===== config.mk =====
export PLATFORM = sky130hd
export DESIGN_NAME = keypad_scanner
export DESIGN_NICKNAME = d
export VERILOG_FILES = /design/src/rtl/keypad_pkg.sv /design/src/rtl/keypad_sync.sv /design/src/rtl/keypad_scanner.sv
export SDC_FILE = /design/constraint.sdc
export NUM_CORES = 1
export LEC_CHECK = 0
export CORE_ASPECT_RATIO = 2
export CORE_MARGIN = 8
export CORE_UTILIZATION = 64
export CTS_BUF_LIST = sky130_fd_sc_hd__clkbuf_4
export DETAILED_ROUTE_END_ITERATION = 8
export PLACE_DENSITY = 0.92
export RECOVER_POWER = 100
export SYNTH_ARGS = -nofsm -noshare
export SYNTH_HDL_FRONTEND = slang
export SYNTH_HIERARCHICAL = 1
export SYNTH_SLANG_ARGS = --single-unit

===== constraint.sdc =====
create_clock -name clk -period 6.2 [get_ports clk]
set_clock_uncertainty 0.15 [all_clocks]
set_input_delay 0.93 -clock clk [delete_from_list [all_inputs] [get_ports clk]]
set_output_delay 0.93 -clock clk [all_outputs]
set_load 0.05 [all_outputs]

===== src/rtl/keypad_pkg.sv =====
// keypad_pkg: state encoding, key codes and the row/column key map for keypad_scanner.
package keypad_pkg;
  typedef enum logic [1:0] {SCAN, PRESS_DB, HOLD, REL_DB} state_t;
  localparam logic [3:0] KEY_0 = 4'd0;
  localparam logic [3:0] KEY_1 = 4'd1;
  localparam logic [3:0] KEY_2 = 4'd2;
  localparam logic [3:0] KEY_3 = 4'd3;
  localparam logic [3:0] KEY_4 = 4'd4;
  localparam logic [3:0] KEY_5 = 4'd5;
  localparam logic [3:0] KEY_6 = 4'd6;
  localparam logic [3:0] KEY_7 = 4'd7;
  localparam logic [3:0] KEY_8 = 4'd8;
  localparam logic [3:0] KEY_9 = 4'd9;
  localparam logic [3:0] KEY_A = 4'd10;
  localparam logic [3:0] KEY_B = 4'd11;
  localparam logic [3:0] KEY_C = 4'd12;
  localparam logic [3:0] KEY_D = 4'd13;
  localparam logic [3:0] KEY_HASH = 4'd14;
  localparam logic [3:0] KEY_STAR = 4'd15;
  localparam logic [3:0] KEY_MAP [4][4] = '{
    '{KEY_1, KEY_2, KEY_3, KEY_A},
    '{KEY_4, KEY_5, KEY_6, KEY_B},
    '{KEY_7, KEY_8, KEY_9, KEY_C},
    '{KEY_STAR, KEY_0, KEY_HASH, KEY_D}
  };
  function automatic logic [3:0] key_map(input logic [1:0] r, input logic [1:0] c);
    return KEY_MAP[r][c];
  endfunction
endpackage


===== src/rtl/keypad_sync.sv =====
// keypad_sync: two-flop synchronizer, resets to all-ones (idle keypad lines).
module keypad_sync #(
  parameter int W = 4
) (
  input  logic         clk,
  input  logic         rst_n,
  input  logic [W-1:0] d,
  output logic [W-1:0] q
);
  logic [W-1:0] s1;
  always_ff @(posedge clk or negedge rst_n)
    if (!rst_n) {q, s1} <= '1;
    else {q, s1} <= {s1, d};
endmodule


===== src/rtl/keypad_scanner.sv =====
// keypad_scanner: 4x4 matrix keypad scanner with press/release debounce and key strobe.
module keypad_scanner
  import keypad_pkg::*;
#(
  parameter int CLK_HZ = 50000000,
  parameter int SCAN_HZ = 1000,
  parameter int DEBOUNCE_MS = 10
) (
  input  logic       clk,
  input  logic       rst_n,
  input  logic [3:0] LINE,
  output logic [3:0] COLUMN,
  output logic [3:0] key_code,
  output logic       key_valid,
  output logic       key_held
);
  localparam int DWELL = CLK_HZ / SCAN_HZ;
  localparam int DEB = (CLK_HZ / 1000) * DEBOUNCE_MS;
  localparam int CMAX = DWELL > DEB ? DWELL : DEB;
  localparam int CW = $clog2(CMAX + 1);
  localparam logic [CW-1:0] DW_LAST = CW'(DWELL - 1);
  localparam logic [CW-1:0] DB_LAST = CW'(DEB - 1);
  state_t state;
  logic [CW-1:0] cnt;
  logic [1:0] col, row, low_row;
  logic [3:0] ls;
  logic lr;
  keypad_sync #(.W(4)) u_sync (.clk(clk), .rst_n(rst_n), .d(LINE), .q(ls));
  assign lr = ls[row];
  assign low_row = !ls[0] ? 2'd0 : !ls[1] ? 2'd1 : !ls[2] ? 2'd2 : 2'd3;
  assign COLUMN = ~(4'b0001 << col);
  // COLUMN stays frozen from detection until release debounce completes
  always_ff @(posedge clk or negedge rst_n)
    if (!rst_n) begin
      state <= SCAN;
      col <= 2'd0;
      row <= 2'd0;
      cnt <= '0;
      key_code <= 4'd0;
      key_valid <= 1'b0;
      key_held <= 1'b0;
    end else begin
      key_valid <= 1'b0;
      case (state)
        SCAN:
          if (cnt == DW_LAST) begin
            cnt <= '0;
            if (ls != 4'hf) begin
              row <= low_row;
              state <= PRESS_DB;
            end else col <= col + 2'd1;
          end else cnt <= cnt + 1'b1;
        PRESS_DB:
          if (lr) begin
            state <= SCAN;
            col <= col + 2'd1;
            cnt <= '0;
          end else if (cnt == DB_LAST) begin
            state <= HOLD;
            cnt <= '0;
            key_code <= key_map(row, col);
            key_valid <= 1'b1;
            key_held <= 1'b1;
          end else cnt <= cnt + 1'b1;
        HOLD:
          if (lr) begin
            state <= REL_DB;
            cnt <= '0;
          end
        REL_DB:
          if (!lr) begin
            state <= HOLD;
            cnt <= '0;
          end else if (cnt == DB_LAST) begin
            state <= SCAN;
            col <= col + 2'd1;
            cnt <= '0;
            key_held <= 1'b0;
          end else cnt <= cnt + 1'b1;
        default: state <= SCAN;
      endcase
    end
endmodule


==> results.sh, run 1 <==
export IMPL_critical_path_class="register to register"
export IMPL_outcome="finished, violations left"
export IMPL_ys_ff_latch=39
export IMPL_drc_errors=0
export IMPL_p_sw_mw=0.0906
export IMPL_tns_ns=0
export IMPL_cts_tree="done"
export IMPL_slew_viol_final=58
export IMPL_routed_via_density=6.20
export IMPL_htreeDepth=2
export IMPL_grt_max_degree=40
export IMPL_start_util_pct=65.3
export IMPL_crit_path_max_fanout=17
export IMPL_fmax_mhz=267
export IMPL_place_hpwl_um=3350
export IMPL_async_reset_ff_share_pct=100
export IMPL_tightest_slew_ns=2.42
export IMPL_synth_yosys_seq_area_share_pct=48.4
export IMPL_power_leakage_nw=0.993
export IMPL_cts_setup_buffers=0
export IMPL_startpoint="cnt[0]$_DFFE_PN0N_"
export IMPL_pwr_share_comb_pct=2.1
export IMPL_clk_pin_slew_ns=0.11
export IMPL_syn2layout_area_growth_pct=11.1
export IMPL_min_period_over_period_pct=60.5
export IMPL_grtUsageTotal_pct=17.0
export IMPL_irDropWorstVdd_v=0.000281
export IMPL_clk_path_buf_depth=2
export IMPL_gr_total_overflow=0
export IMPL_critPathCaptureType="register"
export IMPL_syn_cell_area_um2=2040
export IMPL_power_per_cell_area_nw_per_um2=211
export IMPL_p_total_mw=0.478
export IMPL_coreArea_um2=3120
export IMPL_finalCriticalPeriod_ns=3.75
export IMPL_cts_sinks=39
export IMPL_hold_buffers=0
export IMPL_hp_class="register to register"
export IMPL_grt_pass1_wl_um=7270
export IMPL_place_gp_congestion=0.932
export IMPL_synth_edf_count=0
export IMPL_synth_ff_type="dfrtp_1"
export IMPL_crit_arrival_ns=3.73
export IMPL_synth_top_family_by_area="simple AND/OR/NAND/NOR gates"
export IMPL_ant_nets=0
export IMPL_clk_latency_ns=0.35
export IMPL_maxCapViolCount=2
export IMPL_whs_path_depth=0
export IMPL_failed_checks="capacitance limit, slew limit"
export IMPL_drt_iter0_drc=67
export IMPL_setup_violations=0
export IMPL_numCtsBuffers=5
export IMPL_r2r_start="cnt[0]$_DFFE_PN0N_"
export IMPL_synth_cells=193
export IMPL_io_pins=16
export IMPL_cts_repair_resized=0
export IMPL_synth_nets=204
export IMPL_synth_most_common_cell="dfrtp_1"
export IMPL_power_share_switching_pct=18.9
export IMPL_synth_simple_area_share_pct=23.6
export IMPL_num_rows=29
export IMPL_synth_fa_ha_area_share_pct=3.07
export IMPL_seqPwrFrac_pct=54.5
export IMPL_synth_area_leader_cell="dfrtp_1"
export IMPL_holdCritStartpoint="u_sync/s1[0]$_DFF_PN1_"
export IMPL_diodes=0
export IMPL_synth_top_area_share_pct=38.1
export IMPL_die_area_um2=5350
export IMPL_ys_top_cells_by_count="dfrtp_1 (31), nor2_1 (26), xnor2_1 (16)"
export IMPL_synth_compound_area_share_pct=7.56
export IMPL_rsz0062_at_grt="no"
export IMPL_synth_area_per_cell_um2=10.6
export IMPL_dieHeight_um=95.8
export IMPL_grt_pass1_vias=1655
export IMPL_reg2regPathDepth=6
export IMPL_rrSetupSlack_ns=2.45
export IMPL_slew_headroom_pct=-62.7
export IMPL_antenna_found_initial=0
export IMPL_via_count=1514
export IMPL_critPathLaunchType="register"
export IMPL_dr_pass1_iters=4
export IMPL_layout_drive_gt1_share_pct=13.1
export IMPL_crit_required_ns=6.18
export IMPL_synth_mux_area_fraction_pct=4.91
export IMPL_nNetsFinal=223
export IMPL_ys_top_cells_by_area="dfrtp_1 (38%), dfstp_2 (10%), xnor2_1 (6.9%)"
export IMPL_totalWireLength_um=4430
export IMPL_port_buffers=15
export IMPL_root_buffer="clkbuf_4"
export IMPL_post_drt_wl_per_cell_um=18.1
export IMPL_p_int_mw=0.387
export IMPL_chipWidth_um=55.9
export IMPL_hold_violations=0
export IMPL_p_clk_share_pct=43.4
export IMPL_synth_xor_area_share_pct=8.60
export IMPL_synth_cell_types=44
export IMPL_synth_warnings=6
-- critical path, cell delays in order, from the launching register on --
cell      delay [ns]
dfrtp_1         0.44
ha_1            0.21
and4_1          0.27
and3_1          0.22
a21boi_0        0.16
nor4_1          1.93
nor2_1          0.14
-- final timing paths --
path,end
setup reg to reg,cnt[14]$_DFFE_PN0N_
max in group asynchronous,cnt[8]$_DFFE_PN0N_
min in group asynchronous,cnt[13]$_DFFE_PN0N_
setup / recovery,cnt[14]$_DFFE_PN0N_
hold reg to reg,u_sync/q[0]$_DFF_PN1_
hold / removal,u_sync/q[0]$_DFF_PN1_
-- power groups by stage --
stage	Clock, mW	Combinational [mW]	Sequential (mW)
after floorplan	0	0.00287	0.265
after global placement	0	0.0108	0.265
after detailed placement	0	0.0115	0.265
after CTS	0.214	0.0114	0.261
after global routing	0.221	0.0114	0.261
final	0.207	0.00995	0.261
-- metal layers --
layer  GRT usage, %  wire length (um)  vias up
li1               -                 -      709
met1           13.7              1490      753
met2           34.7              2650       38
met3           4.10               148       14
met4           10.7               144        0
met5              0                 0        -
-- logic make-up after synthesis --
family / Yosys count
adder cells (fa/ha/maj): 5
buffers and inverters: 16
flip-flops: 39
XOR/XNOR: 20
AO/OA/AOI/OAI: 22
AND/OR/NAND/NOR: 83
multiplexers: 8
-- per-stage QoR --
step / worst slack, ns / area [um^2] / utilization [%] / hold slack, ns / instances
5_1_grt: 2.22 / 2260 / 72.5 / 0.218 / 244
4_1_cts: 3.00 / 2300 / 73.9 / 0.215 / 244
3_3_place_gp: 3.49 / 2200 / 70.5 / 0.196 / 236
3_5_place_dp: 3.40 / 2200 / 70.5 / 0.197 / 236
2_1_floorplan: 3.90 / 2040 / - / 0.195 / 193
6_report: 2.45 / 2260 / 72.5 / 0.213 / 244
-- registers in the layout, summed over array words and instances, names as in the netlist, 2 cells and up, named ones only --
signal	cells
cnt	19
col	2
key_code	4
row	2
u_sync/q	4
u_sync/s1	4
-- cell type report --
type	count	area, um^2
Fill cell	231	858
Sequential cell	39	986
Tap cell	31	38.8
Timing Repair Buffer	16	154
Inverter	12	45.0
Clock buffer	5	37.5
Multi-Input combinational cell	138	933
Clock inverter	3	67.6
-- layout by cell type (no fill, tap or decap), types with 6 or more instances in the layout --
| master | instances |
|---|---|
| nor2_1 | 26 |
| nand4_1 | 6 |
| a21oi_1 | 7 |
| dfstp_2 | 8 |
| xnor2_1 | 16 |
| inv_1 | 12 |
| nand2_1 | 11 |
| and3_1 | 6 |
| dlygate4sd3_1 | 15 |
| dfrtp_1 | 31 |
| mux2_2 | 6 |
Power figures use the tool's default switching activity.
==> inputs of run 2 (changes only) <==
--- a/config.mk
+++ b/config.mk
@@ -7,10 +7,10 @@
 export LEC_CHECK = 0
 export CORE_ASPECT_RATIO = 2
 export CORE_MARGIN = 8
-export CORE_UTILIZATION = 64
+export CORE_UTILIZATION = 54
 export CTS_BUF_LIST = sky130_fd_sc_hd__clkbuf_4
 export DETAILED_ROUTE_END_ITERATION = 8
-export PLACE_DENSITY = 0.92
+export PLACE_DENSITY = 0.84
 export RECOVER_POWER = 100
 export SYNTH_ARGS = -nofsm -noshare
 export SYNTH_HDL_FRONTEND = slang
==> constraint.sdc (replaced) <==
create_clock -name clk -period 3.1 [get_ports clk]
set_clock_uncertainty 0.15 [all_clocks]
set_input_delay 0.465 -clock clk [delete_from_list [all_inputs] [get_ports clk]]
set_output_delay 0.465 -clock clk [all_outputs]
set_load 0.05 [all_outputs]
==> results.sh, run 2 (synthesis results as in run 1) <==
export IMPL_outcome="finished, violations left"
export IMPL_failed_checks="capacitance limit, slew limit"
export IMPL_holdCritStartpoint="u_sync/s1[3]$_DFF_PN1_"
export IMPL_worstPathCellList="inv_1 -> ha_1 -> inv_1 -> dlygate4sd3_1"
export IMPL_numCtsBuffers=5
export IMPL_grt_pass1_vias=1544
export IMPL_tightest_slew_ns=2.07
export IMPL_diodes=0
export IMPL_reg2regPathDepth=7
export IMPL_cts_setup_buffers=0
export IMPL_totalWireLength_um=4190
export IMPL_clk_pin_slew_ns=0.12
export IMPL_setup_violations=0
export IMPL_post_drt_wl_per_cell_um=16.0
export IMPL_place_gp_congestion=0.825
export IMPL_min_period_over_period_pct=89.4
export IMPL_port_buffers=15
export IMPL_drc_errors=0
export IMPL_nNetsFinal=223
export IMPL_p_sw_mw=0.181
export IMPL_finalNonFillerCells=262
export IMPL_whs_path_depth=0
export IMPL_cts_sinks=39
export IMPL_syn2layout_area_growth_pct=10.9
export IMPL_via_count=1482
export IMPL_fmax_mhz=361
export IMPL_irDropWorstVdd_v=0.000272
export IMPL_crit_slowest_cell="dlygate4sd3_1"
export IMPL_maxCapViolCount=1
export IMPL_r2r_start="cnt[1]$_DFFE_PN0N_"
export IMPL_num_rows=31
export IMPL_root_buffer="clkbuf_4"
export IMPL_place_hpwl_um=3160
export IMPL_top_register="cnt"
export IMPL_placed_cell_area_um2=2220
export IMPL_rrSetupSlack_ns=0.43
export IMPL_setup_ws_ns=0.329
export IMPL_p_clk_share_pct=37.9
export IMPL_multi_input_area_um2=940
export IMPL_layout_drive_gt1_share_pct=13.6
export IMPL_crit_arrival_ns=2.16
export IMPL_grt_max_degree=40
export IMPL_rsz0062_at_grt="no"
export IMPL_slew_headroom_pct=-37.7
export IMPL_htreeDepth=2
export IMPL_die_area_um2=6110
export IMPL_hp_class="register to register"
export IMPL_p_int_mw=0.689
export IMPL_critPathLaunchType="register"
export IMPL_crit_path_max_fanout=9
export IMPL_p_total_mw=0.870
export IMPL_coreArea_um2=3610
export IMPL_final_common_cell="dfrtp_1"
export IMPL_hold_buffers=0
export IMPL_nFillCells=316
export IMPL_chipWidth_um=59.4
export IMPL_pwr_share_comb_pct=2.2
export IMPL_cts_repair_resized=0
export IMPL_slew_viol_final=40
export IMPL_dpl_cell_count=254
export IMPL_grt_pass1_wl_um=7110
export IMPL_cp_common_cell="inv_1"
export IMPL_clk_latency_ns=0.36
export IMPL_regArea_um2=986
export IMPL_critical_path_class="register to output pin"
export IMPL_dieHeight_um=103
export IMPL_dp_slack_ns=0.719
export IMPL_hold_ws_ns=0.197
export IMPL_tns_ns=0
export IMPL_antenna_found_initial=0
export IMPL_timing_rr_end="cnt[18]$_DFFE_PN0N_"
export IMPL_largest_reg_flops=19
export IMPL_dr_pass1_iters=4
export IMPL_grtUsageTotal_pct=15.4
export IMPL_critPathCaptureType="output pin"
export IMPL_power_per_cell_area_nw_per_um2=385
export IMPL_fin_area_um2=2260
export IMPL_drt_iter0_drc=44
export IMPL_cpPeakStageDelay_ns=0.86
export IMPL_power_leakage_nw=0.986
export IMPL_gr_total_overflow=0
export IMPL_start_util_pct=56.5
export IMPL_final_core_util_pct=62.6
export IMPL_io_pins=16
export IMPL_clk_path_buf_depth=2
export IMPL_hold_end="u_sync/q[3]$_DFF_PN1_"
export IMPL_seqPwrFrac_pct=59.9
export IMPL_crit_required_ns=2.48
export IMPL_final_cell_mix="dfrtp_1 (31), nor2_1 (26), xnor2_1 (16), dlygate4sd3_1 (14), inv_1 (12)"
export IMPL_power_share_switching_pct=20.8
export IMPL_cts_tree="done"
export IMPL_finalCriticalPeriod_ns=2.77
export IMPL_ant_nets=0
export IMPL_hold_violations=0
export IMPL_routed_via_density=5.66
## run 2: area by class of cell
cell class	instances	share of cell area, %
clock buffers	5	1.66
clock inverters	3	1.72
inverters	12	1.99
multi-input cells	138	41.6
flip-flops and latches	39	43.6
well taps	49	2.71
repair buffers	16	6.70
## run 2: power groups by stage
stage	Clock (mW)	Sequential (mW)	Combinational [mW]
3_3_place_gp	0	0.530	0.0204
4_1_cts	0.337	0.521	0.0211
2_1_floorplan	0	0.530	0.00575
6_report	0.330	0.521	0.0187
3_5_place_dp	0	0.531	0.0209
5_1_grt	0.358	0.522	0.0213
## run 2: worst max-delay path by stage
stage	start	end	slack [ns]	depth (start not counted)
after floorplan	cnt[0]$_DFFE_PN0N_	key_code[0]$_DFFE_PN0P_	0.99	6
after global placement	cnt[0]$_DFFE_PN0N_	key_code[2]$_DFFE_PN0P_	0.78	6
after detailed placement	cnt[0]$_DFFE_PN0N_	key_code[3]$_DFFE_PN0P_	0.72	6
after CTS	col[0]$_DFFE_PN0P_	COLUMN[0]	0.39	4
after global routing	col[0]$_DFFE_PN0P_	COLUMN[0]	0.24	4
final	col[0]$_DFFE_PN0P_	COLUMN[0]	0.33	4
## run 2: routing by layer
layer / GRT usage, % / vias to the layer above / part of all wire [%]
li1: - / 707 / -
met1: 14.0 / 722 / 36
met2: 28.0 / 36 / 55
met3: 2.75 / 17 / 3.2
met4: 12.8 / 0 / 5.4
met5: 0 / - / 0
## run 2: critical path, delay by kind of cell (launching register included)
family	cells	cell delay (ns)
flip-flops	1	0.54
buffers and inverters	3	1.04
adder cells (fa/ha/maj)	1	0.21
